## src/rtl/multicycle_control_unit.sv

```systemverilog
// Multicycle MIPS control unit.
// Contains cpu_types_pkg (ALU opcode and FSM state types) followed by the
// sequencing FSM FETCH -> DECODE -> EXEC -> (MEM) -> (WB) -> FETCH.
// Cache handshakes: a request line (iREN, dREN or dWEN) is held high while
// the FSM sits in FETCH or MEM; the matching hit (ihit or dhit) completes the
// request in the cycle it is seen high, and is ignored in every other state.
// Optional feature: define MCU_PERF_COUNT_EN to add instr_cnt / cycle_cnt.

package cpu_types_pkg;

    typedef enum logic [3:0] {
        ALU_SLL  = 4'd0,
        ALU_SRL  = 4'd1,
        ALU_ADD  = 4'd2,
        ALU_SUB  = 4'd3,
        ALU_AND  = 4'd4,
        ALU_OR   = 4'd5,
        ALU_XOR  = 4'd6,
        ALU_NOR  = 4'd7,
        ALU_SLT  = 4'd8,
        ALU_SLTU = 4'd9
    } aluop_t;

    typedef enum logic [2:0] {
        ST_FETCH  = 3'd0,
        ST_DECODE = 3'd1,
        ST_EXEC   = 3'd2,
        ST_MEM    = 3'd3,
        ST_WB     = 3'd4,
        ST_HALT   = 3'd5
    } mcu_state_t;

    localparam logic [5:0] OP_RTYPE = 6'h00;
    localparam logic [5:0] OP_J     = 6'h02;
    localparam logic [5:0] OP_JAL   = 6'h03;
    localparam logic [5:0] OP_BEQ   = 6'h04;
    localparam logic [5:0] OP_BNE   = 6'h05;
    localparam logic [5:0] OP_ADDI  = 6'h08;
    localparam logic [5:0] OP_ADDIU = 6'h09;
    localparam logic [5:0] OP_SLTI  = 6'h0A;
    localparam logic [5:0] OP_SLTIU = 6'h0B;
    localparam logic [5:0] OP_ANDI  = 6'h0C;
    localparam logic [5:0] OP_ORI   = 6'h0D;
    localparam logic [5:0] OP_XORI  = 6'h0E;
    localparam logic [5:0] OP_LUI   = 6'h0F;
    localparam logic [5:0] OP_LW    = 6'h23;
    localparam logic [5:0] OP_SW    = 6'h2B;
    localparam logic [5:0] OP_HALT  = 6'h3F;

    localparam logic [5:0] FN_SLL  = 6'h00;
    localparam logic [5:0] FN_SRL  = 6'h02;
    localparam logic [5:0] FN_JR   = 6'h08;
    localparam logic [5:0] FN_ADD  = 6'h20;
    localparam logic [5:0] FN_ADDU = 6'h21;
    localparam logic [5:0] FN_SUB  = 6'h22;
    localparam logic [5:0] FN_SUBU = 6'h23;
    localparam logic [5:0] FN_AND  = 6'h24;
    localparam logic [5:0] FN_OR   = 6'h25;
    localparam logic [5:0] FN_XOR  = 6'h26;
    localparam logic [5:0] FN_NOR  = 6'h27;
    localparam logic [5:0] FN_SLT  = 6'h2A;
    localparam logic [5:0] FN_SLTU = 6'h2B;

endpackage

module multicycle_control_unit
    import cpu_types_pkg::*;
#(
    parameter int WORD_W   = 32,
    parameter int WAIT_MAX = 255,
    parameter int CNT_W    = 8
) (
    input  logic              CLK,
    input  logic              nRST,
    input  logic [WORD_W-1:0] instruction,
    input  logic              ihit,
    input  logic              dhit,
    input  logic              alu_zf,
    output logic              iREN,
    output logic              dREN,
    output logic              dWEN,
    output logic              IRWr,
    output logic              PCWr,
    output logic [1:0]        PCSrc,
    output logic              RegWr,
    output logic [1:0]        RegDst,
    output logic [1:0]        MemToReg,
    output logic              ALUSrc,
    output logic              ExtOp,
    output aluop_t            ALUctr,
    output logic              halt,
    output logic              timeout,
`ifdef MCU_PERF_COUNT_EN
    output logic [31:0]       instr_cnt,
    output logic [31:0]       cycle_cnt,
`endif
    output mcu_state_t        state_dbg
);

    // Last stall count before the wait limit trips (WAIT_MAX stall cycles total).
    localparam logic [CNT_W-1:0] WAIT_LAST = CNT_W'(WAIT_MAX - 1);

    mcu_state_t       state_q, state_d;
    logic [CNT_W-1:0] wait_cnt_q, wait_cnt_d;
    logic             halt_q, halt_d;
    logic             timeout_q, timeout_d;

    logic [5:0] opcode;
    logic [5:0] funct;
    logic       unused_instr_bits;

    assign opcode            = instruction[WORD_W-1 -: 6];
    assign funct             = instruction[5:0];
    assign unused_instr_bits = ^instruction[WORD_W-7:6];

    // Instruction class decode
    aluop_t dec_alu;
    logic   dec_src, dec_ext, dec_rtype;
    logic   dec_lw, dec_sw, dec_beq, dec_bne;
    logic   dec_j, dec_jal, dec_jr, dec_wb, dec_lui, dec_halt;

    // Classify the instruction; anything unrecognised leaves every class flag low (NOP).
    always_comb begin
        dec_alu   = ALU_SLL;
        dec_src   = 1'b0;
        dec_ext   = 1'b0;
        dec_rtype = 1'b0;
        dec_lw    = 1'b0;
        dec_sw    = 1'b0;
        dec_beq   = 1'b0;
        dec_bne   = 1'b0;
        dec_j     = 1'b0;
        dec_jal   = 1'b0;
        dec_jr    = 1'b0;
        dec_wb    = 1'b0;
        dec_lui   = 1'b0;
        dec_halt  = 1'b0;
        case (opcode)
            OP_RTYPE: begin
                dec_rtype = 1'b1;
                dec_wb    = 1'b1;
                case (funct)
                    FN_SLL:          dec_alu = ALU_SLL;
                    FN_SRL:          dec_alu = ALU_SRL;
                    FN_ADD, FN_ADDU: dec_alu = ALU_ADD;
                    FN_SUB, FN_SUBU: dec_alu = ALU_SUB;
                    FN_AND:          dec_alu = ALU_AND;
                    FN_OR:           dec_alu = ALU_OR;
                    FN_XOR:          dec_alu = ALU_XOR;
                    FN_NOR:          dec_alu = ALU_NOR;
                    FN_SLT:          dec_alu = ALU_SLT;
                    FN_SLTU:         dec_alu = ALU_SLTU;
                    FN_JR: begin
                        dec_jr = 1'b1;
                        dec_wb = 1'b0;
                    end
                    default:         dec_wb = 1'b0;
                endcase
            end
            OP_J:   dec_j   = 1'b1;
            OP_JAL: dec_jal = 1'b1;
            OP_BEQ: begin
                dec_beq = 1'b1;
                dec_alu = ALU_SUB;
                dec_ext = 1'b1;
            end
            OP_BNE: begin
                dec_bne = 1'b1;
                dec_alu = ALU_SUB;
                dec_ext = 1'b1;
            end
            OP_ADDI, OP_ADDIU: begin
                dec_alu = ALU_ADD;
                dec_src = 1'b1;
                dec_ext = 1'b1;
                dec_wb  = 1'b1;
            end
            OP_SLTI: begin
                dec_alu = ALU_SLT;
                dec_src = 1'b1;
                dec_ext = 1'b1;
                dec_wb  = 1'b1;
            end
            OP_SLTIU: begin
                dec_alu = ALU_SLTU;
                dec_src = 1'b1;
                dec_ext = 1'b1;
                dec_wb  = 1'b1;
            end
            OP_ANDI: begin
                dec_alu = ALU_AND;
                dec_src = 1'b1;
                dec_wb  = 1'b1;
            end
            OP_ORI: begin
                dec_alu = ALU_OR;
                dec_src = 1'b1;
                dec_wb  = 1'b1;
            end
            OP_XORI: begin
                dec_alu = ALU_XOR;
                dec_src = 1'b1;
                dec_wb  = 1'b1;
            end
            OP_LUI: begin
                dec_lui = 1'b1;
                dec_src = 1'b1;
                dec_wb  = 1'b1;
            end
            OP_LW: begin
                dec_lw  = 1'b1;
                dec_alu = ALU_ADD;
                dec_src = 1'b1;
                dec_ext = 1'b1;
            end
            OP_SW: begin
                dec_sw  = 1'b1;
                dec_alu = ALU_ADD;
                dec_src = 1'b1;
                dec_ext = 1'b1;
            end
            OP_HALT: dec_halt = 1'b1;
            default: ;
        endcase
    end

    // State, wait counter and sticky halt/timeout registers
    always_ff @(posedge CLK or negedge nRST) begin
        if (!nRST) begin
            state_q    <= ST_FETCH;
            wait_cnt_q <= '0;
            halt_q     <= 1'b0;
            timeout_q  <= 1'b0;
        end else begin
            state_q    <= state_d;
            wait_cnt_q <= wait_cnt_d;
            halt_q     <= halt_d;
            timeout_q  <= timeout_d;
        end
    end

    // Next state; a hit in the limit cycle completes normally instead of timing out.
    always_comb begin
        state_d    = state_q;
        wait_cnt_d = wait_cnt_q;
        halt_d     = halt_q;
        timeout_d  = timeout_q;
        case (state_q)
            ST_FETCH: begin
                if (ihit) begin
                    state_d = ST_DECODE;
                end else if (wait_cnt_q == WAIT_LAST) begin
                    state_d   = ST_HALT;
                    timeout_d = 1'b1;
                end else begin
                    wait_cnt_d = wait_cnt_q + CNT_W'(1);
                end
            end
            ST_DECODE: state_d = dec_halt ? ST_HALT : ST_EXEC;
            ST_EXEC: begin
                if (dec_lw || dec_sw) begin
                    state_d = ST_MEM;
                end else if (dec_wb) begin
                    state_d = ST_WB;
                end else begin
                    state_d = ST_FETCH;
                end
            end
            ST_MEM: begin
                if (dhit) begin
                    state_d = dec_lw ? ST_WB : ST_FETCH;
                end else if (wait_cnt_q == WAIT_LAST) begin
                    state_d   = ST_HALT;
                    timeout_d = 1'b1;
                end else begin
                    wait_cnt_d = wait_cnt_q + CNT_W'(1);
                end
            end
            ST_WB:   state_d = ST_FETCH;
            ST_HALT: state_d = ST_HALT;
            default: state_d = ST_FETCH;
        endcase
        if (state_d != state_q) begin
            wait_cnt_d = '0;
        end
        if (state_d == ST_HALT) begin
            halt_d = 1'b1;
        end
    end

    // Output decode from state and instruction; everything forced low while nRST is low.
    always_comb begin
        iREN     = 1'b0;
        dREN     = 1'b0;
        dWEN     = 1'b0;
        IRWr     = 1'b0;
        PCWr     = 1'b0;
        PCSrc    = 2'd0;
        RegWr    = 1'b0;
        RegDst   = 2'd0;
        MemToReg = 2'd0;
        ALUSrc   = 1'b0;
        ExtOp    = 1'b0;
        ALUctr   = ALU_SLL;
        if (nRST) begin
            case (state_q)
                ST_FETCH: begin
                    iREN = 1'b1;
                    IRWr = ihit;
                end
                ST_EXEC: begin
                    ALUctr = dec_alu;
                    ALUSrc = dec_src;
                    ExtOp  = dec_ext;
                    if (dec_beq || dec_bne) begin
                        PCWr  = 1'b1;
                        PCSrc = (alu_zf == dec_beq) ? 2'd1 : 2'd0;
                    end else if (dec_j) begin
                        PCWr  = 1'b1;
                        PCSrc = 2'd2;
                    end else if (dec_jal) begin
                        PCWr     = 1'b1;
                        PCSrc    = 2'd2;
                        RegWr    = 1'b1;
                        RegDst   = 2'd2;
                        MemToReg = 2'd2;
                    end else if (dec_jr) begin
                        PCWr  = 1'b1;
                        PCSrc = 2'd3;
                    end else if (!dec_lw && !dec_sw && !dec_wb) begin
                        PCWr = 1'b1;
                    end
                end
                ST_MEM: begin
                    ALUctr = dec_alu;
                    ALUSrc = dec_src;
                    ExtOp  = dec_ext;
                    dREN   = dec_lw;
                    dWEN   = dec_sw;
                    PCWr   = dec_sw && dhit;
                end
                ST_WB: begin
                    ALUctr   = dec_alu;
                    ALUSrc   = dec_src;
                    ExtOp    = dec_ext;
                    RegWr    = 1'b1;
                    PCWr     = 1'b1;
                    RegDst   = dec_rtype ? 2'd1 : 2'd0;
                    MemToReg = dec_lw ? 2'd1 : (dec_lui ? 2'd3 : 2'd0);
                end
                default: ;
            endcase
        end
    end

    assign halt      = halt_q;
    assign timeout   = timeout_q;
    assign state_dbg = state_q;

`ifdef MCU_PERF_COUNT_EN
    logic [31:0] instr_cnt_q, instr_cnt_d;
    logic [31:0] cycle_cnt_q, cycle_cnt_d;

    // Performance counters; both freeze once HALT is reached.
    always_comb begin
        instr_cnt_d = instr_cnt_q + {31'd0, PCWr};
        cycle_cnt_d = cycle_cnt_q;
        if (state_q != ST_HALT) begin
            cycle_cnt_d = cycle_cnt_q + 32'd1;
        end
    end

    // Performance counter registers
    always_ff @(posedge CLK or negedge nRST) begin
        if (!nRST) begin
            instr_cnt_q <= '0;
            cycle_cnt_q <= '0;
        end else begin
            instr_cnt_q <= instr_cnt_d;
            cycle_cnt_q <= cycle_cnt_d;
        end
    end

    assign instr_cnt = instr_cnt_q;
    assign cycle_cnt = cycle_cnt_q;
`endif

endmodule
```

## config.mk

```make
export PLATFORM = sky130hd
export DESIGN_NAME = multicycle_control_unit
export DESIGN_NICKNAME = d
export VERILOG_FILES = /design/src/rtl/multicycle_control_unit.sv
export SDC_FILE = /design/constraint.sdc
export NUM_CORES = 1
export LEC_CHECK = 0
export CAP_MARGIN = 20
export CORE_ASPECT_RATIO = 0.7
export CORE_MARGIN = 5
export CORE_UTILIZATION = 30
export DETAILED_ROUTE_END_ITERATION = 6
export MAX_ROUTING_LAYER = met4
export PLACE_DENSITY = 0.68
export SLEW_MARGIN = 20
export SYNTH_ARGS = -nofsm -noshare
export SYNTH_HDL_FRONTEND = slang
export SYNTH_SLANG_ARGS = --single-unit
```

## constraint.sdc

```tcl
create_clock -name CLK -period 2.4 [get_ports CLK]
set_input_delay 0.36 -clock CLK [delete_from_list [all_inputs] [get_ports CLK]]
set_output_delay 0.36 -clock CLK [all_outputs]
set_load 0.01 [all_outputs]
```

==> key figures <==
Worst setup path
  • Crit path buffers/inverters: 3
  • Reg2reg start: state_dbg[2]
  • Largest delay share family, worst path: buffers and inverters
  • Slowest cell on crit path: clkdlybuf4s50_1
  • WP depth: 6
  • Setup Crit Path Kind: in -> out
  • Startpoint Class: input pin
  • Worst path required time: 2.04 ns
  • Worst-path fanout max: 3
  • R2r setup slk: between 0.2 and 0.25 ns
  • Critical Path AT: ~2.0 ns
  • R2R cell count: 7
  • Crit-path cells: clkdlybuf4s15_1 > or4_4 > buf_4 > nor3_2 > a31o_2 > clkdlybuf4s50_1
  • Crit path capture type: output port
  • Critical path's largest stage delay: between 0.5 and 0.6 ns
  • Worst R2R End: wait_cnt_q[1]

Placed design
  • Setup WS pre-CTS: -0.492 ns
  • Post-DP HPWL: 3520 microns
  • Final GP Congestion: 0.833
  • PortBufs: 39

Die
  • I/O Pins: 60
  • CORE AREA: around 4400 sq um
  • Core Rows: 20
  • Die Y: 66.5 microns
  • Die Width: 90.8 microns
  • Initial Util: 0.313
  • Die area: 6040 sq um

Clock network
  • CTS tree: built
  • H-Tree Depth: 1
  • CTS Sinks: 13
  • Clock Tree Buf Depth: 2
  • Total CTS buffers: 3
  • Later-pin clock latency in the skew report: 0.24 ns
  • Clk slew on worst S/H paths: ~0.06 ns
  • Hold-fix buffers at CTS: 0
  • Clock Root Buffer: clkbuf_8

Status
  • Outcome: finished clean

Yosys
  • Asr flop ratio synth: 1.00
  • Synth Warn #: 0
  • Mapped Area: 1370 sq um
  • Avg Cell Area, Syn: 7.74 sq um
  • Syn_nets: around 220
  • Syn Inst Count: 177
  • Yosys cell types: 54
  • Number of synthesized register bits: 13
  • Number of enable flip-flop cells after synthesis: 0
  • Top_reg_cell synth: dfrtp_1
  • Sequential area share after synthesis: 0.237

Timing
  • Final Hold Viols: 0
  • WHS: 0.311 ns
  • Fin Setup TNS: 0 ns
  • Max Fclk: 425 MHz
  • Rel. slew slack: 0.766
  • Final min period: about 2.4 ns
  • Tcrit/Tclk final: 0.979
  • Slew Limit Fails: 0
  • Final setup margin: 0.0493 ns
  • Clock Skews: 0.00117 ns
  • RSZ-0062 raised after global routing: true
  • Slew @ Worst Pin: roughly 0.35 ns
  • Setup violators final: 0

Global route
  • All-Layer GR Usage: 0.159
  • Antenna violations before repair: 0
  • Overflow after GRT: 0
  • First-pass GRT wire length: 7710 microns
  • Vias in the first global route: 1579
  • Pin count of the biggest net entering global routing: 19

Pwr
  • Worst VDD drop: 0.355 mV
  • Total power: approximately 1.2 mW
  • Lkg Pwr: 0.948 nW
  • Pwr Density: roughly 530 nW/um^2

Final layout
  • Final Util: 0.499
  • Nets: 296
  • Area Overhead vs Synth: 59.4%
  • Fraction of layout cells with a size suffix above 1: 0.324
  • Ant diodes: 0

Hold path
  • Hold Crit Class: in -> async

Route
  • Vias: 1651
  • Wire per inst: around 14 microns
  • Vias per std cell: 5.31
  • DRT Wirelength: around 4500 microns
  • Drt first pass iters: 4
  • Remaining DRCs: 0
  • Routed Antenna Nets: 0
  • DRT iter0 DRCs: 94

Job
  • Total of max-cap violations: 0
==> worst max path at each step <==
stage | end | slack (ns) | from
3_3_place_gp | ALUctr[2] | -0.45 | instruction[28]
3_5_place_dp | PCSrc[0] | -0.49 | instruction[28]
2_1_floorplan | PCSrc[0] | 0.17 | instruction[28]
6_report | MemToReg[1] | 0.05 | instruction[31]
4_1_cts | ALUctr[2] | 0.03 | instruction[28]
5_1_grt | MemToReg[1] | -0.05 | state_dbg[1]
==> layer usage <==
| layer | GRT usage | routed length [microns] | vias up |
|---|---|---|---|
| met4 | 0.0220 | 21 | 0 |
| li1 | - | - | 821 |
| met2 | 0.230 | 1920 | 41 |
| met1 | 0.232 | 2310 | 785 |
| met3 | 0.0316 | 253 | 4 |
| met5 | - | 0 | - |
==> what timing repair did <==
action	4_1_cts	5_1_grt
buffers inserted	1	0
resized for setup	59	8
endpoints found under the setup margin	19	11
pin swaps	9	1
==> layout by cell type, fill, tap and decap left out, types with 2 or more instances in the layout <==
| master | count |
|---|---|
| dfrtp_1 | 13 |
| clkdlybuf4s50_1 | 19 |
| clkbuf_2 | 2 |
| o21ai_0 | 7 |
| a21o_1 | 2 |
| nor4_1 | 5 |
| nor2b_1 | 5 |
| dlymetal6s2s_1 | 2 |
| a21oi_1 | 11 |
| nor3_1 | 12 |
| buf_4 | 44 |
| buf_6 | 3 |
| buf_2 | 8 |
| xnor2_1 | 7 |
| nand3_1 | 9 |
| dlygate4sd2_1 | 6 |
| or3_4 | 2 |
| nand4_1 | 3 |
| inv_1 | 5 |
| nand2b_1 | 4 |
| nand2_1 | 15 |
| nor4_4 | 2 |
| nor2_1 | 15 |
| clkbuf_8 | 3 |
| and3_1 | 2 |
| and2_1 | 3 |
| and4bb_2 | 2 |
| ha_1 | 2 |
| o311a_1 | 2 |
| nor3b_1 | 3 |
==> per-stage QoR <==
step           cell area (sq um)  std cells
2_1_floorplan               1370        177
3_3_place_gp                2120        306
3_5_place_dp                2120        306
4_1_cts                     2180        311
5_1_grt                     2180        311
6_report                    2180        311
==> cells by family after synthesis <==
family | synth area share
buf+inv | 0.0557
mux | 0.00822
flops | 0.237
simple gates | 0.404
xor+xnor | 0.0511
fa+ha+maj | 0.0183
compound gates | 0.226
==> cell type report <==
type                    instances  area (sq um)
clock buffers                   3          41.3
multi-input cells             148          1020
repair buffers                 86           703
well taps                      55          68.8
inverters                       5          18.8
clock inverters                 1          5.00
flip-flops and latches         13           325
fillers                       408          2200
==> flip-flops by register name, summed over array words and instances (netlist names) <==
signal	count
wait_cnt_q	8
timeout	1
halt	1
state_dbg	3
==> synthesized netlist by cell type (all sizes together) (4+ instances only) <==
cell / number / share of area
nor2: 16 / 0.044
clkbuf: 5 / 0.014
nor2b: 6 / 0.027
xnor2: 7 / 0.045
nor4: 7 / 0.043
buf: 6 / 0.028
o21ai: 8 / 0.029
a21oi: 12 / 0.044
nor3: 13 / 0.047
nand2: 15 / 0.041
inv: 5 / 0.014
nand2b: 4 / 0.018
nand3: 11 / 0.049
dfrtp: 13 / 0.24
==> power breakdown <==
part / switching, mW / internal, mW / total [mW]
Clock: 0.0820 / 0.115 / 0.197
Combinational: 0.352 / 0.328 / 0.680
Sequential: 0.0335 / 0.251 / 0.284
Total: 0.468 / 0.693 / 1.16
==> worst reg2reg max path: stages (launching register included) <==
cell and delay (ns):
dfrtp_1 0.46, buf_4 0.20, and4bb_2 0.29, o21ai_0 0.12, o311a_1 0.15, or4_1 0.40, buf_4 0.19, a2111oi_4 0.26
No activity file was read; power rests on OpenSTA's default activity.
